<file path="src/rtl/adc_spi_readback.sv">
// ADC serial-port register readback: shifts an 8-bit address out on sdat and captures the 8-bit reply from sdout.
// Define ADC_RB_AUTO_READOUT_EN to wrap each read in READOUT set/clear frames (F0/F1/F2 separated by GAP).
module adc_spi_readback #(
    parameter int HALF = 32,
    parameter int GAP  = 64
) (
    input  logic       clk,
    input  logic       rst,
    input  logic       req,
    input  logic [7:0] rd_addr,
    output logic       busy,
    output logic       done,
    output logic [7:0] rd_data,
    output logic       sen,
    output logic       sclk,
    output logic       sdat,
    input  logic       sdout
);

    if (HALF < 2) begin : g_bad_half
        $error("adc_spi_readback: HALF must be at least 2");
    end
    if (GAP < 1) begin : g_bad_gap
        $error("adc_spi_readback: GAP must be at least 1");
    end

    localparam int CW = $clog2(2 * HALF);
    localparam logic [CW-1:0] HALF_C = CW'(HALF);
    localparam logic [CW-1:0] LAST_C = CW'(2 * HALF - 1);

`ifdef ADC_RB_AUTO_READOUT_EN
    localparam int GW = $clog2(GAP + 1);
    localparam logic [GW-1:0] GAP_LAST = GW'(GAP - 1);

    typedef enum logic [1:0] {
        S_IDLE  = 2'd0,
        S_FRAME = 2'd1,
        S_GAP   = 2'd2,
        S_FIN   = 2'd3
    } state_t;
`else
    typedef enum logic [1:0] {
        S_IDLE  = 2'd0,
        S_FRAME = 2'd1,
        S_FIN   = 2'd3
    } state_t;
`endif

    state_t          state_q, state_d;
    logic [CW-1:0]   cyc_q, cyc_d;
    logic [3:0]      bit_q, bit_d;
`ifdef ADC_RB_AUTO_READOUT_EN
    logic [1:0]      frame_q, frame_d;
    logic [GW-1:0]   gap_q, gap_d;
`endif
    logic [7:0]      addr_q, addr_d;
    logic [7:0]      cap_q, cap_d;
    logic [7:0]      rd_data_q, rd_data_d;
    logic            busy_q, busy_d;
    logic            done_q, done_d;
    logic            sen_q, sen_d;
    logic            sclk_q, sclk_d;
    logic            sdat_q, sdat_d;
    logic [15:0]     word_d;
    logic            last_cyc;
    logic            last_frame;
    logic            is_read;

    assign last_cyc = (cyc_q == LAST_C);

`ifdef ADC_RB_AUTO_READOUT_EN
    assign last_frame = (frame_q == 2'd2);
    assign is_read    = (frame_q == 2'd1);
`else
    assign last_frame = 1'b1;
    assign is_read    = 1'b1;
`endif

    // NOTE: sequential state uses non-blocking assignments so every register samples the pre-edge values.
    always_ff @(posedge clk or posedge rst) begin
        if (rst) begin
            state_q   <= S_IDLE;
            cyc_q     <= '0;
            bit_q     <= '0;
`ifdef ADC_RB_AUTO_READOUT_EN
            frame_q   <= '0;
            gap_q     <= '0;
`endif
            addr_q    <= '0;
            cap_q     <= '0;
            rd_data_q <= '0;
            busy_q    <= 1'b0;
            done_q    <= 1'b0;
            sen_q     <= 1'b1;
            sclk_q    <= 1'b1;
            sdat_q    <= 1'b0;
        end else begin
            state_q   <= state_d;
            cyc_q     <= cyc_d;
            bit_q     <= bit_d;
`ifdef ADC_RB_AUTO_READOUT_EN
            frame_q   <= frame_d;
            gap_q     <= gap_d;
`endif
            addr_q    <= addr_d;
            cap_q     <= cap_d;
            rd_data_q <= rd_data_d;
            busy_q    <= busy_d;
            done_q    <= done_d;
            sen_q     <= sen_d;
            sclk_q    <= sclk_d;
            sdat_q    <= sdat_d;
        end
    end

    // NOTE: every combinational output gets a default first, so no path can infer a latch.
    always_comb begin
        state_d = state_q;
        cyc_d   = cyc_q;
        bit_d   = bit_q;
`ifdef ADC_RB_AUTO_READOUT_EN
        frame_d = frame_q;
        gap_d   = gap_q;
`endif
        case (state_q)
            S_IDLE: begin
                if (req) begin
                    state_d = S_FRAME;
                    cyc_d   = '0;
                    bit_d   = '0;
`ifdef ADC_RB_AUTO_READOUT_EN
                    frame_d = '0;
`endif
                end
            end
            S_FRAME: begin
                if (last_cyc) begin
                    cyc_d = '0;
                    bit_d = bit_q + 4'd1;
                    if (bit_q == 4'd15) begin
`ifdef ADC_RB_AUTO_READOUT_EN
                        if (last_frame) begin
                            state_d = S_FIN;
                        end else begin
                            state_d = S_GAP;
                            gap_d   = '0;
                        end
`else
                        state_d = last_frame ? S_FIN : S_IDLE;
`endif
                    end
                end else begin
                    cyc_d = cyc_q + CW'(1);
                end
            end
`ifdef ADC_RB_AUTO_READOUT_EN
            S_GAP: begin
                if (gap_q == GAP_LAST) begin
                    state_d = S_FRAME;
                    frame_d = frame_q + 2'd1;
                end else begin
                    gap_d = gap_q + GW'(1);
                end
            end
`endif
            S_FIN:   state_d = S_IDLE;
            default: state_d = S_IDLE;
        endcase
    end

    // Pin values are computed for the upcoming cycle and registered, so req/sdout never reach a pin combinationally.
    always_comb begin
        addr_d = addr_q;
        if (state_q == S_IDLE && req) begin
            addr_d = rd_addr;
        end

        cap_d = cap_q;
        if (state_q == S_FRAME && is_read && bit_q[3] && last_cyc) begin
            cap_d = {cap_q[6:0], sdout};
        end

`ifdef ADC_RB_AUTO_READOUT_EN
        case (frame_d)
            2'd0:    word_d = 16'h0001;
            2'd1:    word_d = {addr_d, 8'h00};
            default: word_d = 16'h0000;
        endcase
        busy_d = (state_d == S_FRAME) || (state_d == S_GAP);
`else
        word_d = {addr_d, 8'h00};
        busy_d = (state_d == S_FRAME);
`endif

        sen_d     = (state_d != S_FRAME);
        sclk_d    = (state_d == S_FRAME) ? (cyc_d >= HALF_C) : 1'b1;
        sdat_d    = (state_d == S_FRAME) ? word_d[4'd15 - bit_d] : 1'b0;
        done_d    = (state_d == S_FIN);
        rd_data_d = (state_d == S_FIN) ? cap_d : rd_data_q;
    end

    assign busy    = busy_q;
    assign done    = done_q;
    assign rd_data = rd_data_q;
    assign sen     = sen_q;
    assign sclk    = sclk_q;
    assign sdat    = sdat_q;

endmodule

</file>
<file path="config.mk">
export PLATFORM = sky130hd
export DESIGN_NAME = adc_spi_readback
export DESIGN_NICKNAME = d
export VERILOG_FILES = /design/src/rtl/adc_spi_readback.sv
export SDC_FILE = /design/constraint.sdc
export NUM_CORES = 1
export LEC_CHECK = 0
export CORE_ASPECT_RATIO = 1.2
export CORE_MARGIN = 4
export CORE_UTILIZATION = 54
export CTS_CLUSTER_SIZE = 25
export DETAILED_ROUTE_END_ITERATION = 16
export MAX_ROUTING_LAYER = met4
export PLACE_DENSITY = 0.85
export RECOVER_POWER = 100
export SETUP_SLACK_MARGIN = 0.02
export SLEW_MARGIN = 20
export SYNTH_ARGS = -nofsm -noshare
export SYNTH_HDL_FRONTEND = slang
export SYNTH_SLANG_ARGS = --single-unit
</file>
<file path="constraint.sdc">
create_clock -name clk -period 2.1 [get_ports clk]
set_input_delay 0.42 -clock clk [delete_from_list [all_inputs] [get_ports clk]]
set_output_delay 0.42 -clock clk [all_outputs]
set_load 0.01 [all_outputs]
</file>
* After elaboration in Yosys (flattened, before gate mapping)
Index checks and enable logic that the tools add are counted.
Storage, ports and cells: register bits after elaboration 41, latch bits 0, memory bits (writable) 0, bits in read-only memories 0, input bits 12, output and inout bits 13, logic and storage cells 42, memories 0
Cells by class: add/subtract/negate cells 3, $mul 0, divide/modulo/power cells 0, magnitude comparators 2, equality and inequality tests 6, shift operators 0, muxes and demuxes 16, bitwise operators 0, reductions and logical operators 4
Operators by type and width (count):
- 8-bit two-way mux | 2
- 6-bit two-way mux | 2
- 6-bit one-hot mux with 2 select lines | 1
- 4-bit two-way mux | 2
- 4-bit one-hot mux with 2 select lines | 1
- 6-bit by 1-bit adder with 6-bit output, second input constant | 1
- 6-bit equality test, second input constant | 1
- 6-bit greater-or-equal comparator, second input constant | 1
- 2-bit two-way mux | 3
- 4-bit by 5-bit less-than comparator with 1-bit output, second input constant | 1
- 4-bit by 1-bit adder with 4-bit output, second input constant | 1
- 1-bit binary-select mux with 4-bit select | 1
- 2-bit by 1-bit equality test with 1-bit output, second input constant | 2
- 4-bit equality test, second input constant | 1
- 2-bit one-hot mux with 2 select lines | 1
- 4-bit subtractor, first input constant | 1
- 1-bit logical AND | 3
- 1-bit two-way mux | 3
- 2-bit equality test, second input constant | 1
- 2-bit zero test | 1
- 2-bit by 1-bit != test with 1-bit output, second input constant | 1

* Longest topological paths before layout
Gate-level depths: netlist of run 1.
depth in word-level cells 7, depth in mapped cells 7, mapped depth without buffers 7

* Worst setup path after synthesis of run 1
No wires, ideal clock.
path type register to register, start point reg cyc_q[0], end point reg rd_data_q[0] (netlist: rd_data[0]), library setup time 125 ps, data arrival time 1648 ps, data required time 1975 ps, setup slack 327 ps, cell stages (with the launch flop) 5, buffers on the path 0, clock period less this slack 1773 ps, path through dfrtp_1 -> ha_1 -> nand3b_4 -> nor4_4 -> mux2_2
On the way: cells in the longest elaborated chain, start to end 4, elaborated cells on any way between the ends 6, classes of those cells eq/ne (2); mux (3); reduce/logical (1)
RTL lines:
- start, declared | RTL line 50 | logic [CW-1:0] cyc_q, cyc_d;
- start signal, assigned | RTL line 99 | cyc_q <= cyc_d;
- 6-bit equality test | RTL line 69 | assign last_cyc = (cyc_q == LAST_C);
- 2-bit two-way mux | RTL line 137 | if (last_cyc) begin
- 2-bit one-hot mux with 2 select lines | RTL line 125 | case (state_q)
- 2-bit equality test
- via done_d | RTL line 60 | logic done_q, done_d;
- end signal, assigned | RTL line 107 | rd_data_q <= rd_data_d;
- end, declared | RTL line 58 | logic [7:0] rd_data_q, rd_data_d;
The timed path passes the listed nets, and every way through them passes these cells. A chain may end at the register's enable or synchronous reset.

* Worst setup path after layout of run 1
start point reg cyc_q[0], end point reg sdat_q (netlist: sdat)
On the way: cells in the longest elaborated chain, start to end 7, elaborated cells on any way between the ends 10, classes of those cells add/sub (1); eq/ne (2); mux (7)
RTL lines:
- 6-bit equality test * | RTL line 69
- 4-bit two-way mux | RTL line 137
- 4-bit one-hot mux with 2 select lines | RTL line 125
- 4-bit subtractor | RTL line 197 | sdat_d = (state_d == S_FRAME) ? word_d[4'd15 - bit_d] : 1'b0;
- 1-bit binary-select mux with 4-bit select | RTL line 197
- 1-bit two-way mux (implied by the code) | RTL line 197
- 1-bit two-way mux * | RTL line 197
- via sdat_d | RTL line 63 | logic sdat_q, sdat_d;
- end signal, assigned | RTL line 112 | sdat_q <= sdat_d;
- end, declared | RTL line 63
Mark *: on every way through the listed nets, which the timed path passes. The rest lies on a longest branch. The select of a mux whose other input is x is not followed.

==> metrics.cfg, run 1 <==
[run_status]
status = finished clean

[sta]
rsz0062_at_grt = false
clock.fmax_ghz = 0.507
setup_tns_ns = 0
final-hold-violation-count = 0
setup_viol = 0
min_period_over_period = 0.939
slew_violations = 0
skew_ns = 0.00737
maxSlewHeadroom = 0.357
finalCriticalPeriod_ns = 1.97
tightest_slew_ns = 0.964

[layout]
num_antenna_cells = 0
layout-drive-gt1-share = 0.205
multi_input_area_um2 = 840
design_area_um2 = 2330
n_fill_cell = 264
areaGrowthSynthToFinish_pct = 23.0
fin_nets = 219
final-seq-area_um2 = 1000

[placement]
globalplace.congestion = 0.945
hpwlAfterDp_um = 2850
numPortBuffers = 24
placed_cell_area_um2 = 2210

[clock_network]
post-cts-setup-buffers = 0
cts_hold_buf = 0
cts.repair.resized = 0
cts_tree = built
h-tree-depth = 2
clkTransAtPathRegs_ns = 0.08
cts_inserted_buffers = 5
cts_max_path_buffers = 2
cts-root-buf = clkbuf_8
clk_latency_ns = 0.29
cts_sinks = 40

[flow_run]
cap_violations = 0

[global_routing]
antenna_found_initial = 0
grt_pass1_wl_um = 6890
grt_max_degree = 41
overflow = 0
grt_pass1_vias = 1479
track_usage = 0.212

[power_and_ir_drop]
total_power_uw = 2540
leakagePower_uw = 0.00109
vdd_drop_max_mv = 0.980
power_density_nw_per_um2 = 1090

[synth]
ys_ff_latch = 40
synth_top_area_share = 0.502
synth_cell_types = 44
syn_area_um2 = 1900
synth_edf_count = 0
syn_avg_cell_area_um2 = 10.9
syn_inst = 174
yosys_warnings = 0
synthArstFlopShare = 1.00
yosys.area.top_type = dfrtp_1
syn_nets = 188
synth-main-ff-cell = dfrtp_1
synthTopCellsByArea = dfrtp_1 (50%), mux2_2 (9.5%), nand2_1 (5.9%)
yosysSeqAreaShare = 0.529

[worst_setup_path]
crit_chain = ha_1, nand3b_4, nor2_4, mux2i_2, mux2_2, o22ai_1
critPathKind = reg2reg
slowest_delay_ns = 0.41
critPathTopFamily = multiplexers
worst-r2r-setup-slack_ns = 0.13
ff2ff_path_depth = 6
worst-path-max-fanout = 9
timing.rr.end = sdat
cp_slowest_cell = dfrtp_1
end_kind = flip-flop
rr_startpoint = cyc_q[0]
cp_num_buf_inv = 0
cp.required_ns = 2.31
cp-start-kind = flip-flop
arrival_ns = 2.18

[drt]
wl_per_cell_um = 16.6
drcViolationCount = 0
drt_first_pass_iters = 4
num_vias = 1442
routed_wl_um = 4030
viasPerCell = 5.96
drt_iter0_drc = 87
ant_nets = 0

[hold_path]
worstHoldStart = rd_data[1]
min_path_cells = 1
hold_end = rd_data[1]
worstHoldPathType = reg2reg

[floorplanning]
die_h_um = 72.9
core.rowCount = 23
dieArea_um2 = 4530
coreArea_um2 = 3370
ios = 25
start_util = 0.563
fp.dieW_um = 62.1

[cells by family after synthesis]
kind of cell,after synthesis,share of synthesized area
AND/OR/NAND/NOR,72,0.213
flip-flops,40,0.529
buffers and inverters,14,0.0317
AO/OA/AOI/OAI,25,0.0931
multiplexers,18,0.106
XOR/XNOR,3,0.0139
adder cells (fa/ha/maj),2,0.0132
[state kept, by name, summed over array words and instances, names as in the netlist, named ones only]
register and count:
busy 1, done 1, addr_q 8, sen 1
sclk 1, bit_q 4, cap_q 7, rd_data 8
state_q 2, cyc_q 4, sdat 1
[cells in the mapped netlist (all sizes together), types with 3 or more instances]
| master | count |
|---|---|
| nand2b | 7 |
| clkbuf | 5 |
| buf | 3 |
| nand4 | 5 |
| o21ai | 4 |
| nand2 | 30 |
| nor4 | 3 |
| nor2 | 11 |
| a21oi | 5 |
| nand3 | 5 |
| inv | 6 |
| mux2 | 16 |
| dfrtp | 38 |
[worst max path at each step]
stage	from	to	slack (ns)	cells after the start
finish	cyc_q[0]	sdat	0.13	6
global route	cyc_q[0]	sdat	0.02	6
CTS	cyc_q[0]	sdat	0.09	6
detailed placement	req	sdat	0.03	7
global placement	req	sdat	0.12	6
floorplan	cyc_q[0]	rd_data[0]	0.33	4
[per-layer routing]
| metal | global-route usage | wire, um | part of all wire |
|---|---|---|---|
| met4 | 0.0637 | 65 | 0.016 |
| met5 | - | 0 | 0 |
| met1 | 0.258 | 1640 | 0.41 |
| met2 | 0.341 | 2150 | 0.53 |
| met3 | 0.0566 | 172 | 0.043 |
[power breakdown]
| group | switching (uW) | total (uW) | internal (uW) |
|---|---|---|---|
| clock | 255 | 722 | 467 |
| sequential | 165 | 1070 | 909 |
| combinational | 394 | 740 | 346 |
[cell usage in the layout (no fill, tap or decap), types with 4 or more instances in the layout]
cell / n
nand2_1: 30
nand2b_1: 7
nand3_1: 5
clkdlybuf4s50_1: 9
inv_1: 6
buf_4: 5
nand4_1: 4
nor2_1: 10
mux2_2: 16
dlygate4sd3_1: 15
clkbuf_8: 5
a21oi_1: 5
dfrtp_1: 38
o21ai_0: 4
[metrics by stage]
stage / util / worst slack, ns / instances / hold WS [ns]
finish: 0.692 / 0.127 / 242 / 0.509
global route: 0.692 / 0.0246 / 242 / 0.529
CTS: 0.695 / 0.0877 / 242 / 0.512
detailed placement: 0.656 / 0.0343 / 235 / 0.494
global placement: 0.656 / 0.117 / 235 / 0.486
floorplan: - / 0.327 / 174 / 0.462
[worst register-to-register path, cell delays in order, from the launching register on]
cell	delay, ns
dfrtp_1	0.41
ha_1	0.27
nand3b_4	0.18
nor2_4	0.24
mux2i_2	0.28
mux2_2	0.36
o22ai_1	0.14
[area by class of cell]
cell class,count,share of cell area
sequential,40,0.430
multi-input combinational,120,0.360
clock inverter,2,0.0258
inverter,6,0.00966
tap,37,0.0199
timing repair buffer,32,0.125
clock buffer,5,0.0295
(Power assumes the default switching activity.)
==> run 2: changes to the inputs <==
Settings changed: CORE_UTILIZATION 54 to 49, PLACE_DENSITY 0.85 to 0.82.
Clock period 2.1 ns to 1.7 ns, I/O delays scaled along.
==> run 2 against run 1 <==
- die area grew 9.0%
- combinational power increased by 78%
- register-to-register slack lost 0.24 ns
- worst hold slack improved by 0.0023 ns
- global-route usage down 0.14 points
- critical path depth is the same
- flip-flop and latch count stayed put
- clock skew is 0.00094 ns higher
- the flow now finishes with violations (setup timing)
- cell area is 12% higher
- clock power is 16% lower
- first-iteration DRC count fell by 8.0%
- critical endpoint is now rd_data[6]
==> metrics.cfg, run 2 (same netlist as run 1, synthesis figures left out) <==
[run_status]
status = finished, violations left
violations = setup timing

[drt]
drt_first_pass_iters = 4  ; unchanged
drt_iter0_drc = 80  ; -8.0%
wl_per_cell_um = 16.0  ; -4.0%
num_vias = 1586  ; +10%
ant_nets = 0  ; unchanged
viasPerCell = 5.56  ; -6.6%
routed_wl_um = 4550  ; +13%
drcViolationCount = 0  ; unchanged

[global_routing]
grt_pass1_vias = 1730  ; +17%
overflow = 0  ; unchanged
grt_pass1_wl_um = 7960  ; +16%
track_usage = 0.211  ; -0.00138
antenna_found_initial = 0  ; unchanged
grt_max_degree = 41  ; unchanged

[sta]
finalCriticalPeriod_ns = 1.82  ; -0.157 ns
slew_violations = 0  ; unchanged
setup_viol = 9  ; +9
maxSlewHeadroom = 0.351  ; -0.00610
tightest_slew_ns = 0.973  ; +0.00915 ns
rsz0062_at_grt = true
min_period_over_period = 1.07  ; +0.129
final-hold-violation-count = 0  ; unchanged
skew_ns = 0.00831  ; +0.000945 ns
clock.fmax_ghz = 0.551  ; +8.6%
final.setup.worst_slack_ns = -0.116  ; -0.243 ns

[worst_setup_path]
cp-start-kind = flip-flop
worst-path-max-fanout = 5  ; -4
critPathKind = reg2reg
critPathTopFamily = simple AND/OR/NAND/NOR gates
ff2ff_path_depth = 6  ; unchanged
cp_slowest_cell = dfrtp_1
cpMostUsedCell = buf_6
crit_chain = ha_4, nand3b_4, buf_6, nor4_4, buf_6, mux2_4
cp.required_ns = 1.86  ; -0.45 ns
cp_num_cells = 6  ; unchanged
slowest_delay_ns = 0.40  ; about the same
end_kind = flip-flop
cp_num_buf_inv = 2  ; +2
arrival_ns = 1.98  ; -0.20 ns

[flow_run]
cap_violations = 0  ; unchanged

[clock_network]
h-tree-depth = 2  ; unchanged
cts_hold_buf = 0  ; unchanged
clkTransAtPathRegs_ns = 0.08  ; about the same
cts_sinks = 40  ; unchanged
cts-root-buf = clkbuf_8
clk_latency_ns = 0.28  ; about the same
cts_tree = built
cts_max_path_buffers = 2  ; unchanged
cts_inserted_buffers = 5  ; unchanged

[floorplanning]
coreArea_um2 = 3690  ; +9.7%
start_util = 0.513  ; -0.0498
core.rowCount = 24  ; +4.3%
die_h_um = 76.1  ; +4.4%
ios = 25  ; unchanged
dieArea_um2 = 4930  ; +9.0%
fp.dieW_um = 64.8  ; +4.3%

[power_and_ir_drop]
leakagePower_uw = 0.00121  ; +11%
power_density_nw_per_um2 = 1230  ; +13%
total_power_uw = 3220  ; +27%
vdd_drop_max_mv = 0.684  ; -30%

[hold_path]
worstHoldPathType = reg2reg
min_path_cells = 2  ; +1

[placement]
placed_cell_area_um2 = 2440  ; +10%
hpwlAfterDp_um = 3080  ; +8.1%
globalplace.congestion = 0.906  ; -4.2%
numPortBuffers = 24  ; unchanged
placed_cells_incl_taps = 272  ; +16%

[layout]
final_cell_mix = dfrtp_1 (35), nand2_1 (30), buf_4 (30)
final_common_cell = dfrtp_1
layout-drive-gt1-share = 0.330  ; +0.126
areaGrowthSynthToFinish_pct = 38.2
final_cells = 285  ; +18%
design_area_um2 = 2620  ; +12%
fin_nets = 246  ; +12%
num_antenna_cells = 0  ; unchanged

-- run 2: cell count changes in the layout (fill, tap and decap cells not counted), moves of 8 or more --
cell	previous run	this run
buf_4	5	30
clkdlybuf4s50_1	9	21
dlygate4sd3_1	15	1
mux2_2	16	8
mux2_4	0	8
-- run 2: final cells by class --
class                   count  area (um^2)
fillers                   259         1070
flip-flops and latches     40         1010
multi-input cells         120          917
repair buffers             59          522
clock buffers               6         72.6
well taps                  52         65.1
inverters                   6         22.5
clock inverters             2         12.5
-- run 2: layer usage --
layer | wire length, um | vias up | global-route usage
li1 | - | 729 | -
met1 | 1730 | 789 | 0.228
met2 | 2470 | 56 | 0.357
met3 | 222 | 12 | 0.0501
met4 | 128 | 0 | 0.101
met5 | 0 | - | -
-- run 2: worst min-delay path, cell delays in order (launching register included) --
cell	delay, ns
dfrtp_1	0.37
nand2_1	0.06
nand2_1	0.06
-- run 2: worst paths after layout --
path | startpoint | to | slack, ns
min in group asynchronous | rst | done | 0.81
worst min-delay path | addr_q[2] | addr_q[2] | 0.51
worst max register to register | cyc_q[0] | rd_data[6] | -0.12
worst max-delay path | cyc_q[0] | rd_data[6] | -0.12
max in group asynchronous | rst | cyc_q[5] | 0.24
worst min register to register | addr_q[2] | addr_q[2] | 0.51
-- run 2: through the flow --
stage	TNS (ns)	setup slack, ns	hold WS, ns	util
2_1_floorplan	-0.0727	-0.00922	0.445	-
3_3_place_gp	-0.543	-0.213	0.482	0.661
3_5_place_dp	-0.904	-0.294	0.495	0.661
4_1_cts	-0.0579	-0.0579	0.428	0.708
5_1_grt	-1.52	-0.189	0.532	0.709
6_report	-0.958	-0.116	0.511	0.709
-- run 2: power breakdown --
part           switching [uW]  internal (uW)  total [uW]
combinational             641            684        1320
clock                     319            287         605
sequential                155           1130        1290
total                    1110           2100        3220
-- run 2: timing repair --
action | CTS | global route
resized for setup | 19 | 4
pin swaps | 4 | 2
setup buffers | 2 | 2
cloned | 1 | 0
setup endpoints to repair | 11 | 10
